$ cat src/rtl/mips_run_ctrl_pkg.sv
// Shared definitions for the MIPS run controller.
//   run_state_e : controller FSM states
//   DEF_*       : default parameter values used by the interface and the top
//   cnt_width() : bits needed to hold a counter value in 0..max_val
package mips_run_ctrl_pkg;

    typedef enum logic [2:0] {
        StIdle,
        StRst,
        StRun,
        StDone,
        StTimeout
    } run_state_e;

    localparam int unsigned DEF_PC_W        = 32;
    localparam int unsigned DEF_CNT_W       = 32;
    localparam int unsigned DEF_RST_CYCLES  = 4;
    localparam int unsigned DEF_HALT_REPEAT = 8;
    localparam int unsigned DEF_MAX_CYCLES  = 100000;

    function automatic int unsigned cnt_width(input int unsigned max_val);
        return (max_val < 2) ? 1 : $clog2(max_val + 1);
    endfunction

endpackage

$ cat src/rtl/mips_run_ctrl_if.sv
// Handshake/status bundle between the run harness and the run controller.
//   start        : pulse, begins a run from IDLE, DONE or TIMEOUT
//   commit_valid : core retired an instruction this cycle
//   commit_pc    : PC of the retired instruction
//   cpu_reset    : active-high synchronous reset to the core
//   cpu_en       : core clock-enable
//   running      : controller is in RUN
//   done         : halt (self-loop) detected, sticky until next start
//   timeout      : cycle budget exhausted, sticky until next start
//   cycle_count  : RUN cycles elapsed
//   retire_count : commits seen in RUN
// master = harness/core side, slave = controller side.
interface mips_run_ctrl_if
    import mips_run_ctrl_pkg::*;
#(
    parameter int unsigned PC_W  = DEF_PC_W,
    parameter int unsigned CNT_W = DEF_CNT_W
);

    logic             start;
    logic             commit_valid;
    logic [PC_W-1:0]  commit_pc;
    logic             cpu_reset;
    logic             cpu_en;
    logic             running;
    logic             done;
    logic             timeout;
    logic [CNT_W-1:0] cycle_count;
    logic [CNT_W-1:0] retire_count;

    modport master (
        output start, commit_valid, commit_pc,
        input  cpu_reset, cpu_en, running, done, timeout, cycle_count, retire_count
    );

    modport slave (
        input  start, commit_valid, commit_pc,
        output cpu_reset, cpu_en, running, done, timeout, cycle_count, retire_count
    );

endinterface

$ cat src/rtl/mips_run_ctrl_repeat_detect.sv
// pc_repeat_detect: self-loop detector for the run controller.
// Tracks the last committed PC and how many times in a row it has been re-committed.
// halt is a combinational pulse: high on the commit that makes the same PC appear
// HALT_REPEAT times in a row.
//   clk, reset_n : clock, asynchronous active-low reset
//   clear        : forget the last PC and the repeat count
//   commit       : a commit counted for halt detection (already gated to RUN)
//   commit_pc    : PC of that commit
//   halt         : this commit completes the self-loop
module pc_repeat_detect
    import mips_run_ctrl_pkg::*;
#(
    parameter int unsigned PC_W        = DEF_PC_W,
    parameter int unsigned HALT_REPEAT = DEF_HALT_REPEAT
) (
    input  logic            clk,
    input  logic            reset_n,
    input  logic            clear,
    input  logic            commit,
    input  logic [PC_W-1:0] commit_pc,
    output logic            halt
);

    localparam int unsigned RW = cnt_width(HALT_REPEAT - 1);
    // Count value just before the final matching commit.
    localparam logic [RW-1:0] HIT_PREV = RW'(HALT_REPEAT - 2);

    logic [PC_W-1:0] last_pc_q;
    logic            last_pc_valid_q;
    logic [RW-1:0]   repeat_q;
    logic            match;

    assign match = last_pc_valid_q && (commit_pc == last_pc_q);
    assign halt  = commit && match && (repeat_q == HIT_PREV);

    always_ff @(posedge clk or negedge reset_n) begin
        if (!reset_n) begin
            last_pc_q       <= '0;
            last_pc_valid_q <= 1'b0;
            repeat_q        <= '0;
        end else if (clear) begin
            last_pc_valid_q <= 1'b0;
            repeat_q        <= '0;
        end else if (commit) begin
            repeat_q        <= match ? repeat_q + 1'b1 : '0;
            last_pc_q       <= commit_pc;
            last_pc_valid_q <= 1'b1;
        end
    end

endmodule

$ cat src/rtl/mips_run_ctrl.sv
// Run controller for the pipelined MIPS core.
// Sequences the core reset, counts RUN cycles and retired instructions, detects
// program end as a self-loop (same PC committed HALT_REPEAT times in a row) and
// aborts with a timeout after MAX_CYCLES RUN cycles. All outputs are registered.
//   clk     : system clock, rising edge
//   reset_n : asynchronous active-low reset, forces IDLE
//   bus     : mips_run_ctrl_if.slave (start/commit in, core control and status out)
module mips_run_ctrl
    import mips_run_ctrl_pkg::*;
#(
    parameter int unsigned PC_W        = DEF_PC_W,
    parameter int unsigned CNT_W       = DEF_CNT_W,
    parameter int unsigned RST_CYCLES  = DEF_RST_CYCLES,
    parameter int unsigned HALT_REPEAT = DEF_HALT_REPEAT,
    parameter int unsigned MAX_CYCLES  = DEF_MAX_CYCLES
) (
    input  logic           clk,
    input  logic           reset_n,
    mips_run_ctrl_if.slave bus
);

    localparam int unsigned      RCW      = cnt_width(RST_CYCLES - 1);
    localparam logic [RCW-1:0]   RST_LAST = RCW'(RST_CYCLES - 1);
    localparam logic [CNT_W-1:0] MAX_LAST = CNT_W'(MAX_CYCLES - 1);

    run_state_e       state_q;
    logic [RCW-1:0]   rst_cnt_q;
    logic             cpu_reset_q;
    logic             cpu_en_q;
    logic             running_q;
    logic             done_q;
    logic             timeout_q;
    logic [CNT_W-1:0] cycle_q;
    logic [CNT_W-1:0] retire_q;

    logic in_run;
    logic run_commit;
    logic halt;

    assign in_run     = (state_q == StRun);
    assign run_commit = in_run && bus.commit_valid;

    // Detector state is held cleared for the whole reset phase, so each run starts fresh.
    pc_repeat_detect #(
        .PC_W        (PC_W),
        .HALT_REPEAT (HALT_REPEAT)
    ) u_repeat (
        .clk       (clk),
        .reset_n   (reset_n),
        .clear     (state_q == StRst),
        .commit    (run_commit),
        .commit_pc (bus.commit_pc),
        .halt      (halt)
    );

    always_ff @(posedge clk or negedge reset_n) begin
        if (!reset_n) begin
            state_q     <= StIdle;
            rst_cnt_q   <= '0;
            cpu_reset_q <= 1'b1;
            cpu_en_q    <= 1'b0;
            running_q   <= 1'b0;
            done_q      <= 1'b0;
            timeout_q   <= 1'b0;
            cycle_q     <= '0;
            retire_q    <= '0;
        end else begin
            unique case (state_q)
                StIdle, StDone, StTimeout: begin
                    if (bus.start) begin
                        state_q     <= StRst;
                        rst_cnt_q   <= '0;
                        cpu_reset_q <= 1'b1;
                        cpu_en_q    <= 1'b1;
                        running_q   <= 1'b0;
                        done_q      <= 1'b0;
                        timeout_q   <= 1'b0;
                        cycle_q     <= '0;
                        retire_q    <= '0;
                    end
                end
                StRst: begin
                    if (rst_cnt_q == RST_LAST) begin
                        state_q     <= StRun;
                        cpu_reset_q <= 1'b0;
                        running_q   <= 1'b1;
                    end else begin
                        rst_cnt_q <= rst_cnt_q + 1'b1;
                    end
                end
                StRun: begin
                    // The exit edge still counts its cycle and commit, so the final
                    // counts include the qualifying cycle.
                    cycle_q <= cycle_q + 1'b1;
                    if (bus.commit_valid) begin
                        retire_q <= retire_q + 1'b1;
                    end
                    if (halt) begin
                        state_q   <= StDone;
                        cpu_en_q  <= 1'b0;
                        running_q <= 1'b0;
                        done_q    <= 1'b1;
                    end else if (cycle_q == MAX_LAST) begin
                        state_q   <= StTimeout;
                        cpu_en_q  <= 1'b0;
                        running_q <= 1'b0;
                        timeout_q <= 1'b1;
                    end
                end
                default: begin
                    state_q <= StIdle;
                end
            endcase
        end
    end

    assign bus.cpu_reset    = cpu_reset_q;
    assign bus.cpu_en       = cpu_en_q;
    assign bus.running      = running_q;
    assign bus.done         = done_q;
    assign bus.timeout      = timeout_q;
    assign bus.cycle_count  = cycle_q;
    assign bus.retire_count = retire_q;

    // Terminal flags are mutually exclusive and the core is frozen while either is set.
    a_flags_exclusive: assert property (@(posedge clk) disable iff (!reset_n)
        !(done_q && timeout_q));
    a_frozen_when_ended: assert property (@(posedge clk) disable iff (!reset_n)
        (done_q || timeout_q) |-> !cpu_en_q);

endmodule

$ cat src/flat_wrapper.sv
// flat-port wrapper written by rule: the top's interface ports become plain ports
module mips_run_ctrl_flat import mips_run_ctrl_pkg::*;
#(
    parameter int unsigned PC_W        = DEF_PC_W,
    parameter int unsigned CNT_W       = DEF_CNT_W,
    parameter int unsigned RST_CYCLES  = DEF_RST_CYCLES,
    parameter int unsigned HALT_REPEAT = DEF_HALT_REPEAT,
    parameter int unsigned MAX_CYCLES  = DEF_MAX_CYCLES
)
  (clk, reset_n, bus_start, bus_commit_valid, bus_commit_pc, bus_cpu_reset, bus_cpu_en, bus_running, bus_done, bus_timeout, bus_cycle_count, bus_retire_count);
  mips_run_ctrl_if #(.PC_W(PC_W), .CNT_W(CNT_W)) bus_i ();
  input  logic clk;
  input  logic reset_n;
  input wire logic [$bits(bus_i.start)-1:0] bus_start;
  input wire logic [$bits(bus_i.commit_valid)-1:0] bus_commit_valid;
  input wire logic [$bits(bus_i.commit_pc)-1:0] bus_commit_pc;
  output wire logic [$bits(bus_i.cpu_reset)-1:0] bus_cpu_reset;
  output wire logic [$bits(bus_i.cpu_en)-1:0] bus_cpu_en;
  output wire logic [$bits(bus_i.running)-1:0] bus_running;
  output wire logic [$bits(bus_i.done)-1:0] bus_done;
  output wire logic [$bits(bus_i.timeout)-1:0] bus_timeout;
  output wire logic [$bits(bus_i.cycle_count)-1:0] bus_cycle_count;
  output wire logic [$bits(bus_i.retire_count)-1:0] bus_retire_count;
  assign bus_i.start = bus_start;
  assign bus_i.commit_valid = bus_commit_valid;
  assign bus_i.commit_pc = bus_commit_pc;
  assign bus_cpu_reset = bus_i.cpu_reset;
  assign bus_cpu_en = bus_i.cpu_en;
  assign bus_running = bus_i.running;
  assign bus_done = bus_i.done;
  assign bus_timeout = bus_i.timeout;
  assign bus_cycle_count = bus_i.cycle_count;
  assign bus_retire_count = bus_i.retire_count;
  mips_run_ctrl #(.PC_W(PC_W), .CNT_W(CNT_W), .RST_CYCLES(RST_CYCLES), .HALT_REPEAT(HALT_REPEAT), .MAX_CYCLES(MAX_CYCLES)) u_core (.clk(clk), .reset_n(reset_n), .bus(bus_i));
endmodule
$ cat config.mk
export PLATFORM = sky130hd
export DESIGN_NAME = mips_run_ctrl_flat
export DESIGN_NICKNAME = d
export VERILOG_FILES = /design/src/rtl/mips_run_ctrl_pkg.sv /design/src/rtl/mips_run_ctrl_if.sv /design/src/rtl/mips_run_ctrl_repeat_detect.sv /design/src/rtl/mips_run_ctrl.sv /design/src/flat_wrapper.sv
export SDC_FILE = /design/constraint.sdc
export NUM_CORES = 1
export LEC_CHECK = 0
export BUFFER_PORTS_ARGS = -buffer_cell sky130_fd_sc_hd__buf_2
export CAP_MARGIN = 20
export CORE_AREA = 3 3 117 119
export CTS_BUF_LIST = sky130_fd_sc_hd__clkbuf_16
export CTS_CLUSTER_SIZE = 28
export DETAILED_ROUTE_END_ITERATION = 8
export DIE_AREA = 0 0 120 122
export MAX_ROUTING_LAYER = met4
export PLACE_DENSITY = 0.66
export RECOVER_POWER = 100
export SYNTH_ARGS = -nofsm -noshare
export SYNTH_HDL_FRONTEND = slang
export SYNTH_SLANG_ARGS = --single-unit
$ cat constraint.sdc
create_clock -name clk -period 3.2 [get_ports clk]
set_input_delay 0.64 -clock clk [delete_from_list [all_inputs] [get_ports clk]]
set_output_delay 0.64 -clock clk [all_outputs]
set_load 0.01 [all_outputs]
==> summary.md, run 1 <==
| Metric | Value |
|---|---|
| Max VDD drop | `0.000467 V` |
| Post-CTS Hold Buffers | `0` |
| Worst Max-Slew Pin Slew | `2.41 ns` |
| Worst R2R End | `u_core.bus.retire_count[5]` |
| # Post-CTS Setup Buffers | `0` |
| GPL Wtd Cong | `0.879` |
| Cts repair resizes | `0` |
| CTS Sinks | `110` |
| EDFF count, synth | `0` |
| Max Clock Freq | `0.386 GHz` |
| Total GRT Usage | `19.9%` |
| Via count | `4,868` |
| Inserted Clock Buffers | `9` |
| Layout Area Growth over Synthesis | `16.7%` |
| Worst clock skew | `0.00938 ns` |
| Post-DR vias/cell | `5.61` |
| Drc violations | `0` |
| Ports | `105` |
| CP required | `3.44 ns` |
| Nets@finish | `731` |
| Fill cells | `1,196` |
| Detailed-placement wirelength estimate | `9780 um` |
| Die H | `122 um` |
| Kind of critical path | `register to register` |
| Status | `finished with violations` |
| Initial Util | `45.3%` |
| Die ar. | `14,600 sq um` |
| Most used flip-flop cell after synthesis | `dfrtp_1` |
| Post-synthesis register bit count | `110` |
| Startpoint class of the critical path | `register` |
| Largest net degree at the start of global routing | `68` |
| Rows | `41` |
| R2R cell count | `5` |
| Clk root buf | `clkbuf_16` |
| Vias in the first global route | `4,762` |
| RR Startpoint | `u_core.state_q[2]` |
| Worst Path Arrival | `2.82 ns` |
| Max-cap viol count | `1` |
| DRT antenna net count | `0` |
| Core box area | `12,700 sq um` |
| Hold Crit Class | `register to register` |
| Clock Latency Late Sink | `0.36 ns` |
| Layout cells sized above 1 | `14.7%` |
| H-tree depth | `3` |
| FF+latch area | `2750 sq um` |
| Slew headroom | `-60.4%` |
| Die width | `120 um` |
| Tcrit/Tclk final | `80.9%` |
| Multi-input gate area | `2830 sq um` |
| Final worst path period need | `2.59 ns` |
| Syn Area/Cell | `9.74 sq um` |
| Post-route setup TNS | `0 ns` |
| Worst Setup SP | `u_core.state_q[2]` |
| Clock buffer depth | `2` |
| Mean routed wirelength per cell | `15.6 um` |
| Final number of hold-violating endpoints | `0` |
| Syn_nets | `630` |
| Commonest non-fill, non-tap cell in the layout | `dfrtp_1` |
| Sequential element share of the synthesized area | `48.0%` |
| Final Setup Violations | `0` |
| Antenna violations before repair | `0` |
| Leakage | `2.68 nW` |
| Cells after Synth | `589` |
| CTS tree | `built` |
| Netlist Area Pre-Place | `5740 sq um` |
| WL final | `13,600 um` |
| Port-buffer cells | `104` |
| Setup slack, reg-to-reg | `0.61 ns` |
| Commonest non-fill, non-tap cells in the layout | `dfrtp_1, clkbuf_1, o21ai_0, nand2_1, nor2_1` |
| Power density cells | `648 nW/um^2` |
| CP endpoint kind | `register` |
| Total gr overflow | `0` |
| Clock transition at the registers of the reported paths | `0.07 ns` |
| Yosys cell types | `53` |
| Max-slew violation count | `44` |
| Antenna cells | `0` |
| Placed Cells | `851` |
| DRT Pass-1 Iters | `4` |
| Worst Path Max Fanout | `32` |
| First-pass GRT wire length | `23,000 um` |
| Post-synth ARST share | `100%` |
| Unrepaired setup endpoints after global routing | `no` |
| Yosys Warn Count | `0` |
| Fin Hold WS | `0.482 ns` |
| Non-Filler Instances | `867` |
| Failing checks | `capacitance limit, slew limit` |
| Worst setup path end | `u_core.bus.retire_count[5]` |
| First DRT Iteration DRCs | `371` |
==> worst max-delay path, stage by stage (launching register included) <==
cell,delay [ns]
dfrtp_1,0.52
nand2b_1,0.27
a211oi_4,0.28
clkbuf_1,1.07
or4_1,0.25
o21ai_0,0.08
==> cell families after synthesis <==
| group | share of synthesized area (%) |
|---|---|
| AO/OA/AOI/OAI | 13.5 |
| XOR/XNOR | 6.26 |
| adder cells (fa/ha/maj) | 1.09 |
| buffers and inverters | 2.77 |
| flip-flops | 48.0 |
| multiplexers | 7.15 |
| AND/OR/NAND/NOR | 21.2 |
==> registers in the layout, indices dropped and copies added, names as in the netlist <==
name                             cells
u_core.bus.cycle_count              32
u_core.bus.retire_count             32
u_core.u_repeat.last_pc_q           32
u_core.state_q                       3
u_core.u_repeat.repeat_q             3
u_core.rst_cnt_q                     2
u_core.bus.cpu_en                    1
u_core.bus.cpu_reset                 1
u_core.bus.done                      1
u_core.bus.running                   1
u_core.bus.timeout                   1
u_core.u_repeat.last_pc_valid_q      1
==> power by group <==
part / leakage [nW] / switching (W) / internal, W
Clock: 0.157 / 0.000542 / 0.000698
Sequential: 1.45 / 0.000247 / 0.00167
Combinational: 1.07 / 0.000619 / 0.000565
==> synthesized netlist by cell type (all sizes together), types with 6 or more instances <==
library cell / n / area (sq um)
o2111ai: 8 / 70.1
xor2: 6 / 52.6
a21oi: 33 / 165
or3: 17 / 106
nand2: 54 / 203
nand4: 29 / 181
nand3: 26 / 130
mux2: 32 / 360
o211ai: 9 / 67.6
nor2: 38 / 143
o31ai: 10 / 75.1
clkbuf: 16 / 60.1
nor4: 12 / 109
dfrtp: 109 / 2730
nor3: 15 / 101
or4: 7 / 52.6
inv: 18 / 67.6
xnor2: 35 / 307
o21ai: 57 / 285
buf: 7 / 31.3
==> cell type report <==
cell class / instances / share of cell area, %
multi-input combinational: 438 / 42.3
sequential: 110 / 41.1
timing repair buffer: 113 / 7.47
clock buffer: 9 / 3.36
tap: 172 / 3.21
clock inverter: 7 / 1.53
inverter: 18 / 1.01
==> layer usage <==
layer  vias up  share of wire [%]  global-route usage, %
met5         -                  0                      -
met3        18                6.5                   5.01
li1       2357                  -                      -
met2       122                 47                   30.6
met4         0                1.5                   7.16
met1      2371                 45                   25.6
==> metrics by stage <==
stage,worst slack [ns],util (%),power (W),area [sq um]
global placement,0.652,51.1,0.00311,6480
floorplan,1.07,-,0.00280,5740
detailed placement,0.623,51.1,0.00317,6480
finish,0.612,52.8,0.00434,6700
CTS,0.748,53.7,0.00442,6800
global route,0.321,52.8,0.00462,6700
==> how the worst min path moves through the flow <==
stage               slack [ns]           startpoint  depth (start not counted)                          end
detailed placement        0.48  u_core.rst_cnt_q[0]                          1          u_core.rst_cnt_q[0]
global placement          0.46  u_core.rst_cnt_q[0]                          1          u_core.rst_cnt_q[0]
floorplan                 0.34              reset_n                          0            u_core.bus.cpu_en
CTS                       0.29              reset_n                          1  u_core.bus.retire_count[15]
finish                    0.48  u_core.rst_cnt_q[0]                          1          u_core.rst_cnt_q[0]
global route              0.51  u_core.rst_cnt_q[0]                          1          u_core.rst_cnt_q[0]
(Power assumes the default switching activity.)
==> inputs of run 2 (changes only) <==
--- a/config.mk
+++ b/config.mk
@@ -13,7 +13,7 @@
 export DETAILED_ROUTE_END_ITERATION = 8
 export DIE_AREA = 0 0 120 122
 export MAX_ROUTING_LAYER = met4
-export PLACE_DENSITY = 0.66
+export PLACE_DENSITY = 0.69
 export RECOVER_POWER = 100
 export SYNTH_ARGS = -nofsm -noshare
 export SYNTH_HDL_FRONTEND = slang
==> constraint.sdc (replaced) <==
create_clock -name clk -period 2.14 [get_ports clk]
set_input_delay 0.428 -clock clk [delete_from_list [all_inputs] [get_ports clk]]
set_output_delay 0.428 -clock clk [all_outputs]
set_load 0.01 [all_outputs]
==> summary.md, run 2 (synthesis gave the netlist of run 1 again) <==
| Metric | Value |
|---|---|
| Vias in the first global route | `4,876` |
| CP required | `2.36 ns` |
| Switch share | `31.8%` |
| Antenna cells | `0` |
| Max-cap viol count | `1` |
| Max Clock Freq | `0.491 GHz` |
| Seq pwr share | `41.5%` |
| Max-slew violation count | `111` |
| Clock transition at the registers of the reported paths | `0.07 ns` |
| Mean routed wirelength per cell | `15.9 um` |
| Initial Util | `45.3%` |
| Nets@finish | `769` |
| Worst clock skew | `0.0112 ns` |
| First DRT Iteration DRCs | `478` |
| First-pass GRT wire length | `23,700 um` |
| Post-CTS Hold Buffers | `0` |
| Unrepaired setup endpoints after global routing | `no` |
| Clock Latency Late Sink | `0.36 ns` |
| Die ar. | `14,600 sq um` |
| Post-DP Area | `6740 sq um` |
| Worst Path Arrival | `2.26 ns` |
| Detailed-placement wirelength estimate | `10,300 um` |
| R2R cell count | `7` |
| Tot Pwr | `0.00678 W` |
| Leakage | `2.90 nW` |
| CP endpoint kind | `register` |
| Combinational power share | `29.7%` |
| Total gr overflow | `0` |
| GPL Wtd Cong | `0.859` |
| Slew headroom | `-2.51%` |
| Clock power frac | `28.8%` |
| Layout Area Growth over Synthesis | `22.2%` |
| Commonest non-fill, non-tap cells in the layout | `dfrtp_1, clkbuf_1, o21ai_0, nand2_1, buf_2` |
| P_sw | `0.00215 W` |
| H-tree depth | `3` |
| Post-route setup TNS | `0 ns` |
| CTS tree | `built` |
| Die width | `120 um` |
| Startpoint class of the critical path | `register` |
| Die H | `122 um` |
| DRT Pass-1 Iters | `6` |
| P_int | `0.00463 W` |
| Final worst path period need | `2.04 ns` |
| Hold Crit Class | `primary input to register` |
| Inserted Clock Buffers | `9` |
| Failing checks | `capacitance limit, slew limit` |
| Layout cells sized above 1 | `20.6%` |
| CTS Sinks | `110` |
| Max VDD drop | `0.000677 V` |
| Antenna violations before repair | `0` |
| Final Setup Violations | `0` |
| Non-Filler Instances | `905` |
| Worst Path Max Fanout | `14` |
| Fin area | `7010 sq um` |
| Status | `finished with violations` |
| Post-DR vias/cell | `5.60` |
| Tcrit/Tclk final | `95.1%` |
| Port-buffer cells | `104` |
| Clk root buf | `clkbuf_16` |
| Largest net degree at the start of global routing | `111` |
| Placed Cells | `885` |
| Clock buffer depth | `2` |
| WL final | `14,400 um` |
| Hold path cells | `2` |
| Final number of hold-violating endpoints | `0` |
| Core box area | `12,700 sq um` |
| Power density cells | `967 nW/um^2` |
| Kind of critical path | `register to register` |
| Worst Max-Slew Pin Slew | `1.54 ns` |
| Ports | `105` |
| DRT antenna net count | `0` |
| Via count | `5,069` |
| Total GRT Usage | `20.6%` |
| Commonest non-fill, non-tap cell in the layout | `dfrtp_1` |
| Drc violations | `0` |
| Rows | `41` |
## run 2: cell types whose count changed in the layout (fill, tap and decap cells not counted), moves of 2 or more
cell,previous run,this run
buf_4,4,32
buf_2,35,44
clkbuf_1,72,69
clkbuf_2,1,4
inv_6,4,1
clkbuf_4,0,2
clkinv_4,0,2
nor4_1,8,6
## run 2: metal layers
layer	share of wire [%]	global-route usage (%)
met5	0	-
met4	1.9	8.02
met3	6.0	3.62
met2	48	31.9
met1	44	27.2
## run 2: layout make-up
class	instances	area (sq um)
fill	1170	5660
timing repair buffer	151	754
inverter	18	67.6
multi-input combinational	438	2870
tap	172	215
sequential	110	2760
clock inverter	7	121
clock buffer	9	225
## run 2: stage by stage
stage	hold WS, ns	setup WS, ns	utilization [%]
2_1_floorplan	0.132	0.0445	-
3_3_place_gp	0.462	0.0438	53.2
3_5_place_dp	0.480	-0.0838	53.2
4_1_cts	0.179	0.00422	56.0
5_1_grt	0.317	0.00711	55.3
6_report	0.330	0.104	55.3
## run 2: critical path, stage by stage, from the launching register on
cell and delay [ns]:
dfrtp_2 0.45, buf_4 0.18, nor2b_1 0.20, a211oi_4 0.43
nor2_1 0.08, buf_4 0.20, o21ai_0 0.24, o31ai_1 0.12
## run 2: power by group through the flow
stage | Clock, W | Combinational, W | Sequential, W
5_1_grt | 0.00208 | 0.00224 | 0.00287
3_3_place_gp | 0 | 0.00201 | 0.00281
6_report | 0.00196 | 0.00201 | 0.00281
3_5_place_dp | 0 | 0.00206 | 0.00285
4_1_cts | 0.00200 | 0.00206 | 0.00281
2_1_floorplan | 0 | 0.00137 | 0.00282
## run 2: what timing repair did
action,in CTS,in global routing
gates resized for setup,0,8
buffers inserted,0,4
setup endpoints to repair,0,25
## run 2: worst paths after layout
kind	start	slack [ns]	end
min	bus_commit_pc[31]	0.33	u_core.u_repeat.last_pc_q[31]
min reg2reg	u_core.rst_cnt_q[0]	0.48	u_core.rst_cnt_q[0]
max reg2reg	u_core.state_q[1]	0.10	u_core.bus.cycle_count[9]
max in group asynchronous	reset_n	0.53	u_core.state_q[1]
min in group asynchronous	reset_n	0.54	u_core.bus.cycle_count[20]
max	u_core.state_q[1]	0.10	u_core.bus.cycle_count[9]
==> inputs of run 3 (changes only) <==
--- a/config.mk
+++ b/config.mk
@@ -13,8 +13,9 @@
 export DETAILED_ROUTE_END_ITERATION = 8
 export DIE_AREA = 0 0 120 122
 export MAX_ROUTING_LAYER = met4
-export PLACE_DENSITY = 0.69
+export PLACE_DENSITY = 0.66
 export RECOVER_POWER = 100
+export SETUP_SLACK_MARGIN = 0.05
 export SYNTH_ARGS = -nofsm -noshare
 export SYNTH_HDL_FRONTEND = slang
 export SYNTH_SLANG_ARGS = --single-unit
==> constraint.sdc (replaced) <==
create_clock -name clk -period 2.5 [get_ports clk]
set_input_delay 0.5 -clock clk [delete_from_list [all_inputs] [get_ports clk]]
set_output_delay 0.5 -clock clk [all_outputs]
set_load 0.01 [all_outputs]
==> summary.md, run 3 (synthesis gave the netlist of run 1 again) <==
| Metric | Value |
|---|---|
| Die width | `120 um` |
| Antenna cells | `0` |
| Max-cap viol count | `0` |
| WP buf/inv | `2` |
| Commonest non-fill, non-tap cells in the layout | `dfrtp_1, clkbuf_1, o21ai_0, nand2_1, nor2_1` |
| Leakage | `2.70 nW` |
| Unrepaired setup endpoints after global routing | `no` |
| Mean routed wirelength per cell | `15.9 um` |
| Clk root buf | `clkbuf_16` |
| Kind of cell adding the most delay to the critical path | `simple AND/OR/NAND/NOR gates` |
| Critical Path Slowest Stage Cell | `dfrtp_1` |
| Power density cells | `820 nW/um^2` |
| Final Setup Violations | `0` |
| # Post-CTS Setup Buffers | `0` |
| Post-DR vias/cell | `5.58` |
| Layout Area Growth over Synthesis | `16.9%` |
| First-pass GRT wire length | `22,500 um` |
| Core box area | `12,700 sq um` |
| Die ar. | `14,600 sq um` |
| Ports | `105` |
| GPL Wtd Cong | `0.857` |
| Die H | `122 um` |
| Largest net degree at the start of global routing | `48` |
| DRT Pass-1 Iters | `4` |
| Initial Util | `45.3%` |
| Detailed-placement wirelength estimate | `10,200 um` |
| Total gr overflow | `0` |
| CTS tree | `built` |
| Antenna violations before repair | `0` |
| Worst Path Arrival | `2.52 ns` |
| Port-buffer cells | `104` |
| Layout cells sized above 1 | `15.0%` |
| Worst Max-Slew Pin Slew | `1.07 ns` |
| Worst clock skew | `0.00574 ns` |
| Crit path largest cell delay | `0.49 ns` |
| Clock Latency Late Sink | `0.34 ns` |
| Clock buffer depth | `2` |
| Total GRT Usage | `19.5%` |
| CTS Sinks | `110` |
| Commonest non-fill, non-tap cell in the layout | `dfrtp_1` |
| Startpoint class of the critical path | `register` |
| Post-route setup TNS | `0 ns` |
| Max Clock Freq | `0.435 GHz` |
| Drc violations | `0` |
| Status | `finished clean` |
| Via count | `4,898` |
| H-tree depth | `3` |
| WL final | `13,900 um` |
| Max-slew violation count | `0` |
| CP endpoint kind | `register` |
| Vias in the first global route | `4,514` |
| Post-CTS Hold Buffers | `0` |
| Kind of critical path | `register to register` |
| Cts repair resizes | `0` |
| Tcrit/Tclk final | `91.9%` |
| Slew headroom | `28.4%` |
| Final worst path period need | `2.30 ns` |
| Rows | `41` |
| Nets@finish | `742` |
| CP Cell Sequence | `ha_1 -> nand4_1 -> clkbuf_1 -> nor4_1 -> clkbuf_1 -> nand4_1 -> mux2i_1` |
| DRT antenna net count | `0` |
| Worst Path Max Fanout | `6` |
| CP required | `2.72 ns` |
| Post-DP Area | `6560 sq um` |
| Hold Crit Class | `primary input to async pin` |
| Fin area | `6710 sq um` |
| First DRT Iteration DRCs | `318` |
| Inserted Clock Buffers | `9` |
| Final number of hold-violating endpoints | `0` |
| Max VDD drop | `0.000595 V` |
| Clock transition at the registers of the reported paths | `0.07 ns` |
## run 3: final timing paths
path / from / slack (ns) / depth (start not counted) / to
hold reg to reg: u_core.rst_cnt_q[0] / 0.49 / 1 / u_core.rst_cnt_q[0]
setup reg to reg: u_core.bus.cycle_count[1] / 0.20 / 7 / u_core.bus.cycle_count[26]
setup / recovery: u_core.bus.cycle_count[1] / 0.20 / 7 / u_core.bus.cycle_count[26]
hold / removal: reset_n / 0.34 / 1 / u_core.bus.retire_count[14]
max in group asynchronous: reset_n / 0.95 / 2 / u_core.u_repeat.last_pc_q[16]
min in group clk: bus_commit_pc[1] / 0.41 / 2 / u_core.u_repeat.last_pc_q[1]
## run 3: cell type report
type,count,area (sq um)
Clock buffer,9,225
Tap cell,172,215
Multi-Input combinational cell,438,2800
Fill cell,1213,5960
Inverter,18,67.6
Sequential cell,110,2760
Clock inverter,7,88.8
Timing Repair Buffer,124,558
## run 3: power breakdown
group,internal [W],switching [W]
sequential,0.00214,0.000308
clock,0.000873,0.000645
combinational,0.000723,0.000808
## run 3: metrics by stage
step	instances	hold slack, ns	total power (W)	setup WS [ns]	util, %
after floorplan	589	0.204	0.00358	0.405	-
after global placement	862	0.459	0.00401	0.226	51.8
after detailed placement	862	0.484	0.00409	0.139	51.8
after CTS	878	0.146	0.00562	0.117	54.2
after global routing	878	0.405	0.00584	0.0470	52.9
final	878	0.339	0.00550	0.201	52.9
## run 3: routing by layer
layer  GRT usage, %  routed length [um]
met4           6.51                 184
met2           29.9                6550
met5              -                   0
met1           26.1                6340
met3           3.95                 852
## run 3: worst register-to-register path: cells and delay by family (launching register included)
family / cells / cell delay [ns]
flip-flops: 1 / 0.49
AND/OR/NAND/NOR: 3 / 0.79
multiplexers: 1 / 0.15
adder cells (fa/ha/maj): 1 / 0.27
buffers and inverters: 2 / 0.48
